--- src/rtl/i2c_byte_master_mod_if.sv ---
// Command/response handshake and open-drain line pins of the I2C byte engine.
// master = the byte engine, slave = the command source / pad side.
interface i2c_byte_master_mod_if;
    logic       cmd_valid_i;
    logic       cmd_ready_o;
    logic       cmd_start_i;
    logic       cmd_stop_i;
    logic       cmd_read_i;
    logic       cmd_ack_i;
    logic [7:0] cmd_data_i;
    logic [7:0] dout_o;
    logic       ack_o;
    logic       done_o;
    logic       err_o;
    logic       busy_o;
    logic       scl_i;
    logic       sda_i;
    logic       scl_oe_o;
    logic       sda_oe_o;

    modport master (
        input  cmd_valid_i, cmd_start_i, cmd_stop_i, cmd_read_i, cmd_ack_i, cmd_data_i,
        input  scl_i, sda_i,
        output cmd_ready_o, dout_o, ack_o, done_o, err_o, busy_o, scl_oe_o, sda_oe_o
    );

    modport slave (
        output cmd_valid_i, cmd_start_i, cmd_stop_i, cmd_read_i, cmd_ack_i, cmd_data_i,
        output scl_i, sda_i,
        input  cmd_ready_o, dout_o, ack_o, done_o, err_o, busy_o, scl_oe_o, sda_oe_o
    );
endinterface

--- src/rtl/i2c_byte_master_mod.sv ---
// Byte-level I2C master: START / 9 bit slots / STOP, one quarter per tick_i.
// Define I2C_CLK_STRETCH_EN to honour slave clock stretching with a timeout.
module i2c_byte_master_mod #(
    parameter int STRETCH_TIMEOUT = 1023
) (
    input  logic                  clk_i,
    input  logic                  rst_i,
    input  logic                  tick_i,
    i2c_byte_master_mod_if.master bus
);
    typedef enum logic [2:0] {S_IDLE, S_START, S_BIT, S_STOP, S_DONE} state_t;

    state_t     state, state_nxt;
    logic [1:0] q, q_nxt;
    logic [3:0] bit_cnt, bit_cnt_nxt;
    logic       stop_r, stop_nxt;
    logic       read_r, read_nxt;
    logic       mack_r, mack_nxt;
    logic [7:0] sh, sh_nxt;
    logic       ack_s, ack_s_nxt;
    logic       scl_oe, scl_oe_nxt;
    logic       sda_oe, sda_oe_nxt;
    logic [7:0] dout, dout_nxt;
    logic       ack_out, ack_out_nxt;
    logic       fin;
    logic       stall;
    logic       adv;
    logic [2:0] bit_idx;

`ifdef I2C_CLK_STRETCH_EN
    localparam int SW = $clog2(STRETCH_TIMEOUT + 1) + 1;
    logic [SW-1:0] st_cnt, st_cnt_nxt;
    logic          err_r, err_nxt;

    // A slave still holding SCL after we released it freezes the quarter.
    assign stall = tick_i && (state == S_BIT || state == S_STOP) && q == 2'd2 && !bus.scl_i;
`else
    logic unused_scl;

    assign stall      = 1'b0;
    assign unused_scl = bus.scl_i ^ (STRETCH_TIMEOUT == 0);
`endif

    assign adv     = tick_i && !stall;
    assign bit_idx = 3'd7 - bit_cnt[2:0];

    always_comb begin
        state_nxt   = state;
        q_nxt       = q;
        bit_cnt_nxt = bit_cnt;
        stop_nxt    = stop_r;
        read_nxt    = read_r;
        mack_nxt    = mack_r;
        sh_nxt      = sh;
        ack_s_nxt   = ack_s;
        scl_oe_nxt  = scl_oe;
        sda_oe_nxt  = sda_oe;
        dout_nxt    = dout;
        ack_out_nxt = ack_out;
        fin         = 1'b0;
`ifdef I2C_CLK_STRETCH_EN
        st_cnt_nxt  = st_cnt;
        err_nxt     = err_r;
`endif
        unique case (state)
            S_IDLE: begin
                if (bus.cmd_valid_i) begin
                    stop_nxt    = bus.cmd_stop_i;
                    read_nxt    = bus.cmd_read_i;
                    mack_nxt    = bus.cmd_ack_i;
                    sh_nxt      = bus.cmd_data_i;
                    q_nxt       = 2'd0;
                    bit_cnt_nxt = 4'd0;
`ifdef I2C_CLK_STRETCH_EN
                    st_cnt_nxt  = '0;
                    err_nxt     = 1'b0;
`endif
                    state_nxt   = bus.cmd_start_i ? S_START : S_BIT;
                end
            end
            S_START: begin
                if (adv) begin
                    q_nxt      = q + 2'd1;
                    scl_oe_nxt = q[1];
                    sda_oe_nxt = (q != 2'd0);
                    if (q == 2'd3) state_nxt = S_BIT;
                end
            end
            S_BIT: begin
                if (adv) begin
                    q_nxt = q + 2'd1;
                    unique case (q)
                        2'd0: begin
                            scl_oe_nxt = 1'b1;
                            if (bit_cnt == 4'd8) sda_oe_nxt = read_r ? !mack_r : 1'b0;
                            else                 sda_oe_nxt = read_r ? 1'b0 : !sh[bit_idx];
                        end
                        2'd1: scl_oe_nxt = 1'b0;
                        2'd2: begin
                            // Read bits reuse the write byte register as shift-in.
                            if (bit_cnt == 4'd8) ack_s_nxt = bus.sda_i;
                            else if (read_r)     sh_nxt    = {sh[6:0], bus.sda_i};
                        end
                        2'd3: begin
                            scl_oe_nxt = 1'b1;
                            if (bit_cnt == 4'd8) begin
                                if (stop_r) state_nxt = S_STOP;
                                else        fin       = 1'b1;
                            end else begin
                                bit_cnt_nxt = bit_cnt + 4'd1;
                            end
                        end
                        default: ;
                    endcase
                end
            end
            S_STOP: begin
                if (adv) begin
                    q_nxt      = q + 2'd1;
                    scl_oe_nxt = (q == 2'd0);
                    sda_oe_nxt = !q[1];
                    if (q == 2'd3) fin = 1'b1;
                end
            end
            S_DONE:  state_nxt = S_IDLE;
            default: state_nxt = S_IDLE;
        endcase

        if (fin) begin
            state_nxt   = S_DONE;
            dout_nxt    = read_r ? sh : dout;
            ack_out_nxt = read_r ? 1'b0 : ack_s;
        end

`ifdef I2C_CLK_STRETCH_EN
        if (stall) begin
            st_cnt_nxt = st_cnt + 1'b1;
            if (st_cnt == SW'(STRETCH_TIMEOUT)) begin
                scl_oe_nxt = 1'b0;
                sda_oe_nxt = 1'b0;
                err_nxt    = 1'b1;
                state_nxt  = S_DONE;
            end
        end else if (adv && q == 2'd2) begin
            st_cnt_nxt = '0;
        end
`endif
    end

    always_ff @(posedge clk_i or negedge rst_i) begin
        if (!rst_i) begin
            state   <= S_IDLE;
            q       <= 2'd0;
            bit_cnt <= 4'd0;
            stop_r  <= 1'b0;
            read_r  <= 1'b0;
            mack_r  <= 1'b0;
            sh      <= 8'h00;
            ack_s   <= 1'b0;
            scl_oe  <= 1'b0;
            sda_oe  <= 1'b0;
            dout    <= 8'h00;
            ack_out <= 1'b0;
`ifdef I2C_CLK_STRETCH_EN
            st_cnt  <= '0;
            err_r   <= 1'b0;
`endif
        end else begin
            state   <= state_nxt;
            q       <= q_nxt;
            bit_cnt <= bit_cnt_nxt;
            stop_r  <= stop_nxt;
            read_r  <= read_nxt;
            mack_r  <= mack_nxt;
            sh      <= sh_nxt;
            ack_s   <= ack_s_nxt;
            scl_oe  <= scl_oe_nxt;
            sda_oe  <= sda_oe_nxt;
            dout    <= dout_nxt;
            ack_out <= ack_out_nxt;
`ifdef I2C_CLK_STRETCH_EN
            st_cnt  <= st_cnt_nxt;
            err_r   <= err_nxt;
`endif
        end
    end

    assign bus.cmd_ready_o = (state == S_IDLE);
    assign bus.busy_o      = (state != S_IDLE) && (state != S_DONE);
    assign bus.done_o      = (state == S_DONE);
    assign bus.dout_o      = dout;
    assign bus.ack_o       = ack_out;
    assign bus.scl_oe_o    = scl_oe;
    assign bus.sda_oe_o    = sda_oe;
`ifdef I2C_CLK_STRETCH_EN
    assign bus.err_o       = (state == S_DONE) && err_r;
`else
    assign bus.err_o       = 1'b0;
`endif
endmodule

--- src/flat_wrapper.sv ---
// flat-port wrapper written by rule: the top's interface ports become plain ports
module i2c_byte_master_mod_flat 
#(
    parameter int STRETCH_TIMEOUT = 1023
)
  (clk_i, rst_i, tick_i, bus_cmd_valid_i, bus_cmd_start_i, bus_cmd_stop_i, bus_cmd_read_i, bus_cmd_ack_i, bus_cmd_data_i, bus_scl_i, bus_sda_i, bus_cmd_ready_o, bus_dout_o, bus_ack_o, bus_done_o, bus_err_o, bus_busy_o, bus_scl_oe_o, bus_sda_oe_o);
  i2c_byte_master_mod_if bus_i ();
  input  logic clk_i;
  input  logic rst_i;
  input  logic tick_i;
  input wire logic [$bits(bus_i.cmd_valid_i)-1:0] bus_cmd_valid_i;
  input wire logic [$bits(bus_i.cmd_start_i)-1:0] bus_cmd_start_i;
  input wire logic [$bits(bus_i.cmd_stop_i)-1:0] bus_cmd_stop_i;
  input wire logic [$bits(bus_i.cmd_read_i)-1:0] bus_cmd_read_i;
  input wire logic [$bits(bus_i.cmd_ack_i)-1:0] bus_cmd_ack_i;
  input wire logic [$bits(bus_i.cmd_data_i)-1:0] bus_cmd_data_i;
  input wire logic [$bits(bus_i.scl_i)-1:0] bus_scl_i;
  input wire logic [$bits(bus_i.sda_i)-1:0] bus_sda_i;
  output wire logic [$bits(bus_i.cmd_ready_o)-1:0] bus_cmd_ready_o;
  output wire logic [$bits(bus_i.dout_o)-1:0] bus_dout_o;
  output wire logic [$bits(bus_i.ack_o)-1:0] bus_ack_o;
  output wire logic [$bits(bus_i.done_o)-1:0] bus_done_o;
  output wire logic [$bits(bus_i.err_o)-1:0] bus_err_o;
  output wire logic [$bits(bus_i.busy_o)-1:0] bus_busy_o;
  output wire logic [$bits(bus_i.scl_oe_o)-1:0] bus_scl_oe_o;
  output wire logic [$bits(bus_i.sda_oe_o)-1:0] bus_sda_oe_o;
  assign bus_i.cmd_valid_i = bus_cmd_valid_i;
  assign bus_i.cmd_start_i = bus_cmd_start_i;
  assign bus_i.cmd_stop_i = bus_cmd_stop_i;
  assign bus_i.cmd_read_i = bus_cmd_read_i;
  assign bus_i.cmd_ack_i = bus_cmd_ack_i;
  assign bus_i.cmd_data_i = bus_cmd_data_i;
  assign bus_i.scl_i = bus_scl_i;
  assign bus_i.sda_i = bus_sda_i;
  assign bus_cmd_ready_o = bus_i.cmd_ready_o;
  assign bus_dout_o = bus_i.dout_o;
  assign bus_ack_o = bus_i.ack_o;
  assign bus_done_o = bus_i.done_o;
  assign bus_err_o = bus_i.err_o;
  assign bus_busy_o = bus_i.busy_o;
  assign bus_scl_oe_o = bus_i.scl_oe_o;
  assign bus_sda_oe_o = bus_i.sda_oe_o;
  i2c_byte_master_mod #(.STRETCH_TIMEOUT(STRETCH_TIMEOUT)) u_core (.clk_i(clk_i), .rst_i(rst_i), .tick_i(tick_i), .bus(bus_i));
endmodule
--- config.mk ---
export PLATFORM = sky130hd
export DESIGN_NAME = i2c_byte_master_mod_flat
export DESIGN_NICKNAME = d
export VERILOG_FILES = /design/src/rtl/i2c_byte_master_mod_if.sv /design/src/rtl/i2c_byte_master_mod.sv /design/src/flat_wrapper.sv
export SDC_FILE = /design/constraint.sdc
export NUM_CORES = 1
export LEC_CHECK = 0
export BUFFER_PORTS_ARGS = -buffer_cell sky130_fd_sc_hd__clkbuf_2
export CORE_ASPECT_RATIO = 1.1
export CORE_UTILIZATION = 59
export CTS_CLUSTER_DIAMETER = 60
export DETAILED_ROUTE_END_ITERATION = 16
export PLACE_DENSITY_LB_ADDON = 0.1
export SYNTH_ARGS = -nofsm -noshare
export SYNTH_HDL_FRONTEND = slang
export SYNTH_SLANG_ARGS = --single-unit
--- constraint.sdc ---
create_clock -name clk_i -period 3.35 [get_ports clk_i]
set_input_delay 0.1675 -clock clk_i [delete_from_list [all_inputs] [get_ports clk_i]]
set_output_delay 0.1675 -clock clk_i [all_outputs]
set_load 0.01 [all_outputs]
==> flow_summary.json, run 1 <==
{
  "ir_drop_mv": 0.629,
  "ant_nets": 0,
  "start_util": 0.638,
  "crit_path_start_kind": "register",
  "p_clk_frac": 0.178,
  "slew_headroom": 0.487,
  "period_needed_ps": 2120,
  "core_area_um2": 2830,
  "use_met3": 0.0789,
  "wl_per_cell_um": 15.7,
  "timing.hold.ws_ps": 81.7,
  "cts_buffers": 5,
  "powerDensity_nw_per_um2": 885,
  "cp_max_fo": 14,
  "grt_util_met2": 0.410,
  "pre_cts_slack_ps": 1240,
  "syn_area_um2": 1810,
  "place_congestion": 0.851,
  "first_pass_iters": 4,
  "drv_slew": 0,
  "syn_area_per_cell_um2": 11.7,
  "track_usage": 0.247,
  "grt_pass1_vias": 1288,
  "finalSetupTns_ps": 0,
  "hp-class": "in2reg",
  "nets": 209,
  "finalHoldViolations": 0,
  "chipWidth_um": 54.7,
  "die_y_um": 60.0,
  "post-cts-setup-buffers": 0,
  "crit_slowest_cell": "nor4b_4",
  "synth-seq-cells": 32,
  "total_power_uw": 1830,
  "drv_cap": 0,
  "vias_per_cell": 5.89,
  "drive_above_1_share": 0.390,
  "cts_root_buf": "clkbuf_4",
  "grt-busiest-layer": "met2",
  "synth_cell_type_count": 44,
  "cp.required_ps": 3550,
  "synth_warnings": 0,
  "grt_use_met1": 0.294,
  "syn2layout_area_growth_pct": 14.4,
  "grt_max_degree": 33,
  "antenna_found_initial": 0,
  "die-area_um2": 3290,
  "route.vias.total": 1295,
  "grt_first_pass_wirelength_mm": 5.64,
  "layout_commonest_cell": "dfrtp_1",
  "clock_path_buffers": 2,
  "syn_nets": 177,
  "tightest_slew_ps": 770,
  "synth-seq-area-share": 0.444,
  "cp-end-kind": "register",
  "core.rowCount": 20,
  "p_sw_uw": 623,
  "p_seq_frac": 0.391,
  "cts_resized": 0,
  "io_pins": 33,
  "cts_tree": "done",
  "critPathKind": "reg2reg",
  "synth_edf_count": 0,
  "portBuffers": 30,
  "grt.overflow.total": 0,
  "crit_path_max_incr_delay_ps": 630,
  "finClkSkew_ps": 8.40,
  "switching_share": 0.341,
  "leakagePower_uw": 0.000999,
  "internal_power_uw": 1210,
  "clock_sink_count": 32,
  "fin_crit_sh": 0.632,
  "finalWirelength_mm": 3.44,
  "nFillCells": 197,
  "status": "finished, final reports clean",
  "rrSetupSlack_ps": 1230,
  "drc": 0,
  "path_cells": "nor4b_4, a21oi_2, a21o_1, mux2_4",
  "final_cell_mix": "dfrtp_1 (32), clkbuf_2 (30), mux2_2 (20)",
  "setup_ws_ps": 1230,
  "async_reset_ff_frac": 1.00,
  "pwr-share-comb": 0.432,
  "diodes": 0,
  "drtIter0Drc": 29,
  "finalSetupViolCount": 0,
  "clock.fmax_mhz": 472,
  "dp_hpwl_mm": 2.55,
  "arrival_ps": 2320,
  "clk_pin_slew_ps": 100,
  "h-tree-depth": 2,
  "synthFlopType": "dfrtp_1",
  "grt_setup_unrepaired": "false",
  "clk_latency_ps": 320,
  "synth_cells": 154
}
-- timing repair --
item                       4_1_cts  5_1_grt
hold endpoints to repair        32        0
hold buffers                     1        0
setup endpoints to repair        0        0
-- cell usage after synthesis (2+ instances only) --
| cell type | instances | share of area |
|---|---|---|
| clkbuf_1 | 2 | 0.0042 |
| nand2_1 | 8 | 0.017 |
| a21o_1 | 2 | 0.0083 |
| nor2_1 | 10 | 0.021 |
| nand4_1 | 2 | 0.0069 |
| mux4_2 | 2 | 0.025 |
| a32o_1 | 2 | 0.011 |
| nand3_1 | 4 | 0.011 |
| buf_2 | 2 | 0.0055 |
| nor2b_1 | 4 | 0.014 |
| and2_1 | 3 | 0.010 |
| a21oi_1 | 4 | 0.011 |
| mux2_2 | 20 | 0.12 |
| mux2_4 | 8 | 0.067 |
| a221oi_1 | 2 | 0.0097 |
| o21ai_0 | 6 | 0.017 |
| o22ai_1 | 2 | 0.0069 |
| inv_1 | 7 | 0.015 |
| ha_1 | 5 | 0.035 |
| dfrtp_1 | 32 | 0.44 |
| buf_4 | 2 | 0.0083 |
| mux2i_1 | 2 | 0.011 |
| nor3_1 | 2 | 0.0055 |
-- power groups by stage --
| stage | sequential (µW) | combinational, µW | clock, µW |
|---|---|---|---|
| final | 714 | 789 | 325 |
| after detailed placement | 723 | 791 | 0 |
| after CTS | 715 | 795 | 335 |
| after floorplan | 691 | 632 | 0 |
| after global routing | 744 | 860 | 353 |
| after global placement | 715 | 764 | 0 |
-- metrics by stage --
step / std cells / area, µm² / util
3_3_place_gp: 211 / 1960 / 0.693
3_5_place_dp: 211 / 1960 / 0.693
6_report: 220 / 2070 / 0.731
2_1_floorplan: 154 / 1810 / -
4_1_cts: 220 / 2070 / 0.731
5_1_grt: 220 / 2070 / 0.731
-- metal layers --
metal  wire length (µm)  up-vias
li1                   -      618
met1               1490      636
met5                  0        -
met3                131        4
met2               1800       37
met4                 27        0
-- path summary, 6_finish.rpt --
check                                     from             endpoint  depth (start not counted)
max                            u_core.state[0]         u_core.sh[7]                          4
min                              bus_cmd_ack_i        u_core.mack_r                          2
max reg2reg                    u_core.state[0]         u_core.sh[7]                          4
min reg2reg                u_core.bus.scl_oe_o  u_core.bus.scl_oe_o                          2
max in group asynchronous                rst_i         u_core.sh[4]                          2
min in group asynchronous                rst_i      u_core.state[2]                          2
-- sequential cells by signal, summed over array words and instances (netlist names) --
name	flops
u_core.read_r	1
u_core.bus.scl_oe_o	1
u_core.bus.sda_oe_o	1
u_core.mack_r	1
u_core.bus.dout_o	8
u_core.q	2
u_core.state	3
u_core.bit_cnt	4
u_core.bus.ack_o	1
u_core.sh	8
u_core.ack_s	1
u_core.stop_r	1
-- critical path, delay by kind of cell, from the launching register on --
family          cells  cell delay, ps
compound gates      2             450
flops               1             570
simple gates        1             630
mux                 1             360
-- kinds of logic (layout without fill, tap and decap cells) --
kind of cell             count (synthesis)  count (layout)  share of synthesized area
AND/OR/NAND/NOR                         43              43                      0.147
multiplexers                            32              32                      0.227
flip-flops                              32              32                      0.444
AO/OA/AOI/OAI                           25              25                     0.0970
buffers and inverters                   14              47                     0.0388
adder cells (fa/ha/maj)                  5               5                     0.0347
XOR/XNOR                                 2               2                    0.00970
other                                    1               1                    0.00208
-- cell type report --
class	count	area, µm²	area share
inverter	7	26.3	0.0127
tap	33	41.3	0.0200
clock buffer	7	65.1	0.0315
sequential	32	801	0.388
multi-input combinational	108	935	0.452
timing repair buffer	32	168	0.0812
clock inverter	1	30.0	0.0145
No activity file was read; power rests on OpenSTA's default activity.
==> inputs of run 2 (changes only) <==
--- a/config.mk
+++ b/config.mk
@@ -5,9 +5,10 @@
 export SDC_FILE = /design/constraint.sdc
 export NUM_CORES = 1
 export LEC_CHECK = 0
+export ABC_AREA = 1
 export BUFFER_PORTS_ARGS = -buffer_cell sky130_fd_sc_hd__clkbuf_2
 export CORE_ASPECT_RATIO = 1.1
-export CORE_UTILIZATION = 59
+export CORE_UTILIZATION = 50
 export CTS_CLUSTER_DIAMETER = 60
 export DETAILED_ROUTE_END_ITERATION = 16
 export PLACE_DENSITY_LB_ADDON = 0.1
==> constraint.sdc (replaced) <==
create_clock -name clk_i -period 1.8 [get_ports clk_i]
set_input_delay 0.09 -clock clk_i [delete_from_list [all_inputs] [get_ports clk_i]]
set_output_delay 0.09 -clock clk_i [all_outputs]
set_load 0.01 [all_outputs]
==> flow_summary.json, run 2 <==
{
  "pre_cts_slack_ps": 131,
  "r2r_end": "u_core.bus.dout_o[0]",
  "status": "finished, final reports clean",
  "vias_per_cell": 4.94,
  "multi_input_area_um2": 877,
  "fin_area_um2": 2190,
  "post-cts-setup-buffers": 0,
  "cts_tree": "done",
  "die-area_um2": 3890,
  "clk_latency_ps": 330,
  "clock_sink_count": 32,
  "core.rowCount": 22,
  "drtIter0Drc": 70,
  "setup_ws_ps": 180,
  "dpl_cell_area_um2": 2040,
  "portBuffers": 30,
  "cp.required_ps": 2030,
  "ant_nets": 0,
  "core_area_um2": 3410,
  "crit_path_max_incr_delay_ps": 400,
  "syn2layout_area_growth_pct": 20.1,
  "grt_first_pass_wirelength_mm": 6.35,
  "clock.fmax_mhz": 617,
  "final_util": 0.641,
  "place_congestion": 0.860,
  "drv_cap": 0,
  "fin_crit_sh": 0.900,
  "r2r_start": "u_core.bit_cnt[0]",
  "first_pass_iters": 4,
  "cts_buffers": 5,
  "crit_slowest_cell": "dfrtp_1",
  "synth_warnings": 0,
  "ir_drop_mv": 1.07,
  "hp-start": "bus_sda_i",
  "path_cells": "inv_1, ha_1, nand2_1, nor2_2, nand2_1, nand2_2, nand3_4, inv_4, nand2_4, nand2_1, o21ai_2",
  "grt_pass1_vias": 1516,
  "antenna_found_initial": 0,
  "wl_per_cell_um": 11.5,
  "finalWirelength_mm": 3.73,
  "diodes": 0,
  "syn_area_um2": 1820,
  "start_util": 0.533,
  "cp-end-kind": "register",
  "synth.most_common_cell": "nand2_1",
  "synth_edf_count": 0,
  "rrSetupSlack_ps": 180,
  "cp_num_cells": 11,
  "grt.overflow.total": 0,
  "register_area_um2": 801,
  "hp-class": "in2reg",
  "hold_path_depth": 3,
  "nets": 298,
  "slew_headroom": 0.471,
  "die_y_um": 65.3,
  "grt_setup_unrepaired": "false",
  "leakagePower_uw": 0.00115,
  "synthFlopType": "dfrtp_1",
  "holdPathEnd": "u_core.ack_s",
  "rr_worst_depth": 11,
  "synth_cell_type_count": 30,
  "drv_slew": 0,
  "drive_above_1_share": 0.250,
  "h-tree-depth": 2,
  "synth_cells": 232,
  "crit_family": "simple AND/OR/NAND/NOR gates",
  "final_cell_mix": "nand2_1 (62), dfrtp_1 (32), clkbuf_2 (30)",
  "grt_max_degree": 33,
  "crit_path_start_kind": "register",
  "synth-seq-area-share": 0.440,
  "path_common_cell": "nand2_1",
  "synth_top_area_frac": 0.440,
  "finalSetupTns_ps": 0,
  "layout_commonest_cell": "nand2_1",
  "critPathKind": "reg2reg",
  "cp.buffers_inverters": 2,
  "async_reset_ff_frac": 1.00,
  "chipWidth_um": 59.5,
  "dp_hpwl_mm": 2.80,
  "cp_max_fo": 14,
  "period_needed_ps": 1620,
  "syn_nets": 255,
  "ys_top_cells_by_area": "dfrtp_1 (44%), nand2_1 (13%), inv_1 (5.2%)",
  "cts_root_buf": "clkbuf_4",
  "io_pins": 33,
  "nFillCells": 341,
  "finalHoldViolations": 0,
  "clock_path_buffers": 2,
  "tightest_slew_ps": 794,
  "finClkSkew_ps": 11.0,
  "synthTopCellsByCount": "nand2_1 (62), dfrtp_1 (32), inv_1 (25)",
  "arrival_ps": 1850,
  "finalSetupViolCount": 0,
  "track_usage": 0.219,
  "syn_area_per_cell_um2": 7.85,
  "clk_pin_slew_ps": 110,
  "drc": 0,
  "synth-seq-cells": 32,
  "synth_top_cell_by_area": "dfrtp_1",
  "powerDensity_nw_per_um2": 1590,
  "route.vias.total": 1600
}
-- run 2: cell types whose count changed in the layout (fill, tap and decap cells not counted), moves of 6 or more --
cell,delta
mux2_2,-19
o21ai_2,+6
inv_1,+18
o21ai_1,+7
nand3_1,+12
mux2_4,-8
nor2_1,+8
a21oi_1,+6
nand2_1,+54
buf_4,+6
o21ai_0,+9
-- run 2: worst max-delay path by stage --
stage	endpoint	slack (ps)	start
after detailed placement	u_core.bus.dout_o[0]	130	u_core.bit_cnt[0]
final	u_core.bus.dout_o[0]	180	u_core.bit_cnt[0]
after CTS	u_core.bus.dout_o[0]	80	u_core.bit_cnt[0]
after global routing	u_core.bus.dout_o[2]	70	u_core.bit_cnt[0]
after global placement	u_core.bus.dout_o[3]	130	u_core.bit_cnt[0]
after floorplan	u_core.bus.dout_o[1]	110	u_core.bit_cnt[0]
-- run 2: kinds of logic after synthesis --
family                     share of synthesized area
muxes                                         0.0172
xor gates and xnor gates                     0.00962
AOI/OAI and AO/OA                              0.125
adders and majority gates                     0.0344
DFF                                            0.440
buffers and inverters                         0.0825
other                                        0.00206
and+or+nand+nor                                0.289
-- run 2: routing by layer --
layer / GRT usage / vias to the layer above / wire length (µm)
li1: - / 840 / -
met1: 0.281 / 726 / 1830
met2: 0.353 / 27 / 1720
met3: 0.0531 / 7 / 116
met4: 0.0814 / 0 / 66
met5: 0 / - / 0
-- run 2: layout make-up --
class	count	share of cell area
Tap cell	48	0.0275
Inverter	29	0.0509
Sequential cell	32	0.366
Multi-Input combinational cell	166	0.401
Clock buffer	7	0.0297
Clock inverter	1	0.0137
Timing Repair Buffer	41	0.111
-- run 2: what timing repair did --
item,in CTS,in global routing
endpoints found under the hold margin,35,0
endpoints found under the setup margin,0,17
gates resized for setup,0,3
hold buffers,4,0
-- run 2: worst min-delay path, delay by kind of cell --
family,cells,cell delay [ps]
AOI/OAI and AO/OA,1,40
buffers and inverters,1,90
and+or+nand+nor,1,90
-- run 2: power breakdown --
part / switching, µW / internal [µW] / leakage [µW] / total [µW]
combinational: 1040 / 637 / 0.000690 / 1670
sequential: 212 / 962 / 0.000407 / 1170
clock: 252 / 369 / 0.0000515 / 621
-- run 2: per-stage QoR --
step / hold WS (ps) / std cells / power [µW]
finish: 21.4 / 324 / 3470
global route: 11.1 / 324 / 3780
CTS: 19.8 / 324 / 3470
detailed placement: 220 / 312 / 2830
global placement: 209 / 312 / 2800
floorplan: -206 / 232 / 2360
